===== config.mk =====
export PLATFORM = sky130hd
export DESIGN_NAME = root_dispatch
export DESIGN_NICKNAME = d
export VERILOG_FILES = /design/src/rtl/root_dispatch.sv
export SDC_FILE = /design/constraint.sdc
export NUM_CORES = 1
export LEC_CHECK = 0
export BUFFER_PORTS_ARGS = -buffer_cell sky130_fd_sc_hd__buf_2
export CAP_MARGIN = 20
export CORE_ASPECT_RATIO = 0.9
export CORE_MARGIN = 5
export CORE_UTILIZATION = 30
export CTS_CLUSTER_DIAMETER = 50
export CTS_CLUSTER_SIZE = 20
export DETAILED_ROUTE_END_ITERATION = 10
export SYNTH_ARGS = -nofsm -noshare
export SYNTH_HDL_FRONTEND = slang
export SYNTH_SLANG_ARGS = --single-unit

===== constraint.sdc =====
create_clock -name clk -period 2.4 [get_ports clk]
set_input_delay 0 -clock clk [delete_from_list [all_inputs] [get_ports clk]]
set_output_delay 0 -clock clk [all_outputs]
set_load 0.02 [all_outputs]

===== src/rtl/root_dispatch.sv =====
// rtl/root_dispatch.sv - Request FIFO plus issue/capture sequencer in front of the iterative root core
//
// root_dispatch_fifo: request queue, one push and one pop port, registered count.
//   push/wdata   write side (caller guarantees !full)
//   pop/rdata    read side, rdata is the current head (caller guarantees !empty)
//   empty/full   occupancy flags derived from the count register
//
// root_dispatch: top level.
//   req_valid/req_ready/req_radicand/req_degree/req_tag   request stream into the FIFO
//   rsp_valid/rsp_ready/rsp_data/rsp_tag/rsp_err          registered result slot
//   core_in_valid/core_in_data_1/core_in_data_2           start pulse and held operands to the core
//   core_out_valid/core_out_data                          single-cycle result strobe from the core
//   busy                                                  FSM not idle or FIFO non-empty
//
// Build option: define ROOT_DISPATCH_WDT_EN to add a BUSY watchdog of WDT_CYCLES cycles.

module root_dispatch_fifo #(
  parameter int DEPTH = 4,
  parameter int W     = 8
) (
  input  logic         clk,
  input  logic         rst_n,
  input  logic         push,
  input  logic [W-1:0] wdata,
  input  logic         pop,
  output logic [W-1:0] rdata,
  output logic         empty,
  output logic         full
);
  localparam int PW = $clog2(DEPTH);
  localparam logic [PW:0] FULL_CNT = DEPTH[PW:0];

  logic [W-1:0]  mem [DEPTH];
  logic [PW-1:0] wr_ptr;
  logic [PW-1:0] rd_ptr;
  logic [PW:0]   count;

  always_ff @(posedge clk) begin
    if (push) mem[wr_ptr] <= wdata;
  end

  always_ff @(posedge clk or negedge rst_n) begin
    if (!rst_n) begin
      wr_ptr <= '0;
      rd_ptr <= '0;
      count  <= '0;
    end else begin
      if (push) wr_ptr <= wr_ptr + 1'b1;
      if (pop)  rd_ptr <= rd_ptr + 1'b1;
      case ({push, pop})
        2'b10:   count <= count + 1'b1;
        2'b01:   count <= count - 1'b1;
        default: count <= count;
      endcase
    end
  end

  assign rdata = mem[rd_ptr];
  assign empty = (count == '0);
  assign full  = (count == FULL_CNT);
endmodule

module root_dispatch #(
  parameter int DEPTH      = 4,
  parameter int TAG_W      = 4,
  parameter int WDT_CYCLES = 1024
) (
  input  logic             clk,
  input  logic             rst_n,
  input  logic             req_valid,
  output logic             req_ready,
  input  logic [9:0]       req_radicand,
  input  logic [2:0]       req_degree,
  input  logic [TAG_W-1:0] req_tag,
  output logic             rsp_valid,
  input  logic             rsp_ready,
  output logic [19:0]      rsp_data,
  output logic [TAG_W-1:0] rsp_tag,
  output logic             rsp_err,
  output logic             core_in_valid,
  output logic [9:0]       core_in_data_1,
  output logic [2:0]       core_in_data_2,
  input  logic             core_out_valid,
  input  logic [19:0]      core_out_data,
  output logic             busy
);
  localparam int EW = 10 + 3 + TAG_W;

  typedef enum logic [1:0] {IDLE, ISSUE, BUSY} state_t;
  state_t state, state_nx;

  logic             push, pop, fifo_empty, fifo_full, slot_free;
  logic [EW-1:0]    head;
  logic [9:0]       head_rad;
  logic [2:0]       head_deg;
  logic [TAG_W-1:0] head_tag;
  logic [TAG_W-1:0] op_tag;
  logic             load_deg0, capture, timeout;

  // Full blocks a push even when a pop happens in the same cycle.
  assign req_ready = !fifo_full;
  assign push      = req_valid && req_ready;
  assign slot_free = !rsp_valid || rsp_ready;
  assign busy      = (state != IDLE) || !fifo_empty;
  assign {head_rad, head_deg, head_tag} = head;

  root_dispatch_fifo #(.DEPTH(DEPTH), .W(EW)) u_fifo (
    .clk   (clk),
    .rst_n (rst_n),
    .push  (push),
    .wdata ({req_radicand, req_degree, req_tag}),
    .pop   (pop),
    .rdata (head),
    .empty (fifo_empty),
    .full  (fifo_full)
  );

`ifdef ROOT_DISPATCH_WDT_EN
  localparam int CW = $clog2(WDT_CYCLES + 1);
  localparam logic [CW-1:0] WDT_MAX = CW'(WDT_CYCLES);
  logic [CW-1:0] wdt_cnt;

  // Counts completed BUSY cycles; a pop is the only way into ISSUE, so clear there.
  always_ff @(posedge clk or negedge rst_n) begin
    if (!rst_n)              wdt_cnt <= '0;
    else if (pop)            wdt_cnt <= '0;
    else if (state == BUSY)  wdt_cnt <= wdt_cnt + 1'b1;
  end
`endif

  always_comb begin
    state_nx  = state;
    pop       = 1'b0;
    load_deg0 = 1'b0;
    capture   = 1'b0;
    timeout   = 1'b0;
    case (state)
      IDLE: begin
        if (!fifo_empty && slot_free) begin
          pop = 1'b1;
          if (head_deg == 3'd0) load_deg0 = 1'b1;
          else                  state_nx  = ISSUE;
        end
      end
      ISSUE: state_nx = BUSY;
      BUSY: begin
        if (core_out_valid) begin
          capture  = 1'b1;
          state_nx = IDLE;
        end
`ifdef ROOT_DISPATCH_WDT_EN
        else if (wdt_cnt == WDT_MAX) begin
          timeout  = 1'b1;
          state_nx = IDLE;
        end
`endif
      end
      default: state_nx = IDLE;
    endcase
  end

  always_ff @(posedge clk or negedge rst_n) begin
    if (!rst_n) state <= IDLE;
    else        state <= state_nx;
  end

  // Operands change only on a pop, so they stay put through ISSUE and BUSY.
  always_ff @(posedge clk or negedge rst_n) begin
    if (!rst_n) begin
      core_in_data_1 <= '0;
      core_in_data_2 <= '0;
      op_tag         <= '0;
      core_in_valid  <= 1'b0;
    end else begin
      core_in_valid <= pop && (head_deg != 3'd0);
      if (pop) begin
        core_in_data_1 <= head_rad;
        core_in_data_2 <= head_deg;
        op_tag         <= head_tag;
      end
    end
  end

  // Result slot: loads only happen when it was free at pop time.
  always_ff @(posedge clk or negedge rst_n) begin
    if (!rst_n) begin
      rsp_valid <= 1'b0;
      rsp_data  <= '0;
      rsp_tag   <= '0;
      rsp_err   <= 1'b0;
    end else if (load_deg0) begin
      rsp_valid <= 1'b1;
      rsp_data  <= '0;
      rsp_tag   <= head_tag;
      rsp_err   <= 1'b1;
    end else if (capture) begin
      rsp_valid <= 1'b1;
      rsp_data  <= core_out_data;
      rsp_tag   <= op_tag;
      rsp_err   <= 1'b0;
    end else if (timeout) begin
      rsp_valid <= 1'b1;
      rsp_data  <= 20'hFFFFF;
      rsp_tag   <= op_tag;
      rsp_err   <= 1'b1;
    end else if (rsp_ready) begin
      rsp_valid <= 1'b0;
    end
  end
endmodule


== Word-level counts from Yosys, hierarchy flattened ==
Memories as Yosys holds them, arrays and structs flattened.
Cells that the tools add are included.
Operators by class
  multiplexer cells: 23
  add/sub/neg operators: 4
  reductions and logical operators: 17
  equal/unequal tests: 8
Operators by type and width (count)
  $mux 20: 2
  $mux 1: 14
  $mux 4: 2
  $logic_not 3->1: 2
  $mux 2: 3
  $ne 2x2->1 const B: 3
  $pmux 2 s3: 1
  $pmux 3 s2: 1
  $reduce_bool 2->1: 3
  $reduce_bool 3->1: 2
  $add 2x1->2 const B: 2
  $eq 2x1->1 const B: 2
  $eq 2x2->1 const B: 2
  $add 3x1->3 const B: 1
  $eq 3x3->1 const B: 1
  $logic_and 1x1->1: 3
  $logic_not 1->1: 3
  $reduce_and 3->1: 1
  $sub 3x1->3 const B: 1
  $logic_not 2->1: 1
  $logic_or 1x1->1: 2
Word-level totals
  output and inout port bits: 42
  memories: 1
  RAM bits: 68
  logic and storage cells: 65
  bits in registers: 53
  input port bits: 42
Memory list
  u_fifo.mem: depth 4, bits a word 17, read ports 1, clocked after Yosys merged registers in 0, write ports 1, RTL line 33  | logic [W-1:0] mem [DEPTH];

== Longest topological paths before layout ==
  word-level depth: 7
  gate-level depth with buffers: 11
  depth with buffers taken out: 10

== Cells and area by module ==
A second synthesis with hierarchy kept.
Second synthesis, totals
  cell total of the unflattened synthesis: 286
  area total of the unflattened synthesis: 4877.2 µm²
Modules (own cells, without submodules)
  root_dispatch_fifo: area each 2894.0 µm², seq. area each 2217.1 µm², cells each 126, instances 1
  root_dispatch: area each 1983.2 µm², seq. area each 1151.1 µm², cells each 160, instances 1

== Least setup slack after synthesis ==
Ideal clock, no wire load.
  path kind: flip-flop to flip-flop
  from: reg rsp_valid
  to: reg u_fifo.count[2]
  library setup time: 79 ps
  period minus slack after synthesis: 2382 ps
  buffers on the path: 2
  required time: 2321 ps
  cell stages (with the launch flop): 12
  arrival time: 2303 ps
  setup slack: 18 ps
  cells stage by stage: dfrtp_1 nand2b_1 nand3b_1 inv_1 buf_2 buf_2 ha_1 inv_1 fa_1 xor2_1 nor2_1 xor2_1
Between the ends
  longest elaborated chain between the ends: 7
  elaborated cells on any way between the ends: 9
  classes of those cells: eq/ne: 2; mux: 3; reduce/logical: 4
Ends and longest elaborated chain
  start, declared: RTL line 75  | output logic rsp_valid,
  start signal, assigned: RTL line 187  | rsp_valid <= 1'b0;
  start signal, assigned: RTL line 192  | rsp_valid <= 1'b1;
  start signal, assigned: RTL line 197  | rsp_valid <= 1'b1;
  $logic_not 1->1 *: RTL line 103  | assign slot_free = !rsp_valid || rsp_ready;
  $logic_or 1x1->1 *: RTL line 103
  $logic_and 1x1->1 *: RTL line 139  | if (!fifo_empty && slot_free) begin
  $mux 1 *: RTL line 139
  $mux 1 *: RTL line 137  | case (state)
  $eq 2x1->1 / $eq 2x2->1 (equally long branches): RTL line 50  | case ({push, pop})
  $pmux 3 s2 / $reduce_bool 2->1 (equally long branches)
  end signal, assigned: RTL line 51  | 2'b10: count <= count + 1'b1;
  end signal, assigned: RTL line 52  | 2'b01: count <= count - 1'b1;
  end signal, assigned: RTL line 53  | default: count <= count;
  end, declared: RTL line 36  | logic [PW:0] count;
Every way passes the cells marked *; elsewhere a longest branch is shown, timed or not.
A chain may end at the register's enable or synchronous reset.

== Worst setup path after layout ==
  from: reg u_fifo.count[0]
  to: reg u_fifo.count[2]
Between the ends
  longest elaborated chain between the ends: 7
  elaborated cells on any way between the ends: 14
  classes of those cells: add/sub: 2; eq/ne: 3; mux: 3; reduce/logical: 6
Ends and longest elaborated chain
  $logic_not 3->1: RTL line 59  | assign empty = (count == '0);
  $logic_not 1->1: RTL line 139
  $logic_and 1x1->1: RTL line 139
  $mux 1: RTL line 139
  $mux 1: RTL line 137
  $eq 2x1->1 / $eq 2x2->1 (equally long branches): RTL line 50
  $pmux 3 s2 / $reduce_bool 2->1 (equally long branches)
Parallel ways exist; a longest one is shown, timed or not.

==> impl_results.md <==
- Status: finished, final reports clean
- Initial antenna violation count: 1
- Period minus WS final: around 2.1 ns
- CP Launch Type: register
- Worst hold-check path type: input port to register
- Cells along the critical path: inv_1, nand3_1, and2_1, inv_1, ha_1, inv_1, fa_1, xor2_1, nor2_1, xor2_1
- Static Leak: ~2.7 nW
- Sequential share of the synthesized area: 0.714
- Register area: approximately 3400 µm²
- Predominant post-synthesis flop cell: edfxtp_1
- Via count: 2812
- Hold Vio Cnt, Final: 0
- Initial DRC count: 137
- Fillers: 1398
- Achievable Freq: between 0.4 and 0.5 GHz
- Nets: between 400 and 500
- Final instance count without filler cells: approximately 650
- CTS tree: built
- Final critical-path share of the clock period: 0.880
- Detail Route Antenna Nets: 0
- Root cell of the clock tree: clkbuf_16
- Share of layout cells above drive strength 1: 0.388
- Reg clk slew, reported paths: ~0.050 ns
- Hold_ws: 0.0220 ns
- Critical path type: register to register
- DPL Wire Length: about 6300 µm
- CP required: approximately 2.7 ns
- Die Y: between 100 and 150 µm
- Number of synthesized flops with an enable pin: roughly 70
- Largest net degree at the start of global routing: 29
- Yosys top cell area share: 0.433
- GRT Resource Usage Total: 0.113
- Worst Tran Pin Value: 0.802 ns
- TNS Setup: 0 ns
- Wire per inst: approximately 15 µm
- VDD IR max: a little over 0.7 mV
- Syn nets: roughly 340
- CTS Buf Count: 17
- Syn avg cell area: 16.3 µm²
- Async S/R FF share, synth: 0.438
- # resized after CTS: 0
- Slowest-stage cell, CP: dfrtp_1
- Ys Warns: 0
- Worst path max stage delay: about 0.4 ns
- Synth top cells by count: 68 x edfxtp_1, 53 x dfrtp_1, 53 x nand2_1, 17 x mux4_2, 16 x mux2_2
- Max-slew violations: 0
- Gr ovfl total: 0
- CTS H-Tree Depth: 4
- Cell Pwr Density: 1330 nW/µm²
- DR DRC count: 0
- Mapped Cells: a little under 300
- Die width: between 100 and 150 µm
- Most frequent CP cell: inv_1
- Latest clock arrival within the worst-skew pair: 0.40 ns
- Vias per std cell: around 4.4
- Starting Density: 0.305
- DRT Wirelength: a little under 10000 µm
- CTS max path bufs: 2
- Number of port buffers: slightly above 80
- Footprint of the multi-input gates: around 1200 µm²
- Slew HR: 0.464
- Netlist cell types: 30
- Clock sink count: 121
- Post-synth top area cell: edfxtp_1
- Critical Path Fanout Max: 6
- Placed cell count: 573
- RSZ-0062 raised after global routing: false
- GPL Wtd Cong: between 0.7 and 0.8
- WP data arrival: roughly 2.4 ns
- Critical path endpoint category: register
- Post-Syn Area: 4710 µm²
- Max Cap Violations: 0
- Flops & latches, synth: ~120
- P&R area growth vs syn: 35.7%
- # rows: 43
- Most area-consuming cells after synthesis: edfxtp_1 43%, dfrtp_1 28%, mux4_2 8.1%
- Std-Cell Core Area: around 15000 µm²
- Vias in the first global route: 2974
- Ports: 84
- First-pass iteration count of the detailed router: 4
- Global-route wire length before repair: 15700 µm
- Most common cell in the synthesized netlist: edfxtp_1
- Final Skew: around 0.0096 ns
- Die area: 18300 µm²
- # setup viols final: 0
==> path summary, 6_finish.rpt <==
kind / endpoint / cells after the start / slack, ns / start
min reg2reg: op_tag[2] / 1 / 0.50 / op_tag[2]
min in group asynchronous: rsp_data[5] / 2 / 0.17 / rst_n
max reg2reg: u_fifo.count[2] / 10 / 0.29 / u_fifo.count[0]
min: u_fifo.wr_ptr[0] / 3 / 0.02 / req_valid
max in group asynchronous: core_in_data_2[0] / 3 / 1.57 / rst_n
max: u_fifo.count[2] / 10 / 0.29 / u_fifo.count[0]
==> metal layers <==
layer / vias up / track usage / wire (µm)
li1: 1344 / - / -
met1: 1376 / 0.149 / 4560
met2: 88 / 0.177 / 4560
met3: 4 / 0.0416 / 677
met4: 0 / 0.0322 / 52
met5: - / 0 / 0
==> flip-flops by register name, summed over array words and instances (netlist names) <==
signal and flops:
core_in_data_1 10, core_in_data_2 3, op_tag 4, rsp_valid 1, u_fifo.mem 68, core_in_valid 1
u_fifo.count 3, u_fifo.rd_ptr 2, rsp_tag 4, rsp_data 20, u_fifo.wr_ptr 2, rsp_err 1
state 2
==> worst max-delay path, delay by kind of cell (launching register included) <==
| family | cells | cell delay, ns |
|---|---|---|
| DFF | 1 | 0.40 |
| xor gates and xnor gates | 2 | 0.31 |
| adders and majority gates | 2 | 0.54 |
| and+or+nand+nor | 3 | 0.55 |
| buffers and inverters | 3 | 0.23 |
==> cells in the final DEF, fill, tap and decap left out, types with 3 or more instances in the layout <==
cell,n
dlygate4sd3_1,40
clkinv_4,3
mux2_2,16
mux4_2,17
buf_2,83
buf_4,12
nor2_1,5
and2_1,6
dfrtp_1,53
clkbuf_16,17
xnor2_1,4
nand2_1,53
o21ai_1,9
ha_1,5
o21ai_2,10
edfxtp_1,68
inv_6,4
clkinv_2,3
and3_1,4
inv_1,7
a221o_1,4
==> metrics by stage <==
step / worst slack (ns) / utilization / power [mW] / area, µm²
after floorplan: 0.0182 / - / 5.18 / 4710
after global placement: 0.378 / 0.350 / 6.02 / 5410
after detailed placement: 0.312 / 0.350 / 6.09 / 5410
after CTS: 0.300 / 0.414 / 8.66 / 6390
after global routing: 0.128 / 0.414 / 9.06 / 6400
final: 0.289 / 0.414 / 8.53 / 6400
==> layout make-up <==
cell class / instances / area share
Multi-Input combinational cell: 147 / 0.193
Timing Repair Buffer: 136 / 0.145
Tap cell: 202 / 0.0395
Inverter: 7 / 0.00411
Sequential cell: 121 / 0.527
Clock buffer: 19 / 0.0692
Antenna cell: 1 / 0.000391
Clock inverter: 13 / 0.0225
==> power by group <==
group	switching, mW	leakage (nW)	total (mW)	internal (mW)
Clock	0.922	0.288	2.49	1.57
Sequential	0.309	1.28	3.21	2.90
Combinational	1.59	1.09	2.84	1.25
==> what timing repair did <==
action	4_1_cts	5_1_grt
hold buffers	40	0
endpoints found under the setup margin	0	0
hold endpoints to repair	116	0
setup buffers	0	0
==> cell families (layout without fill, tap and decap cells) <==
logic type / count (synthesis) / in the layout / share of synthesized area
other cells: 0 / 1 / 0
simple gates: 75 / 75 / 0.0714
fa+ha+maj: 6 / 6 / 0.0175
xor+xnor: 6 / 6 / 0.0111
flops: 121 / 121 / 0.714
mux: 33 / 33 / 0.119
buf+inv: 21 / 175 / 0.0239
compound gates: 27 / 27 / 0.0422
(Power assumes the default switching activity.)
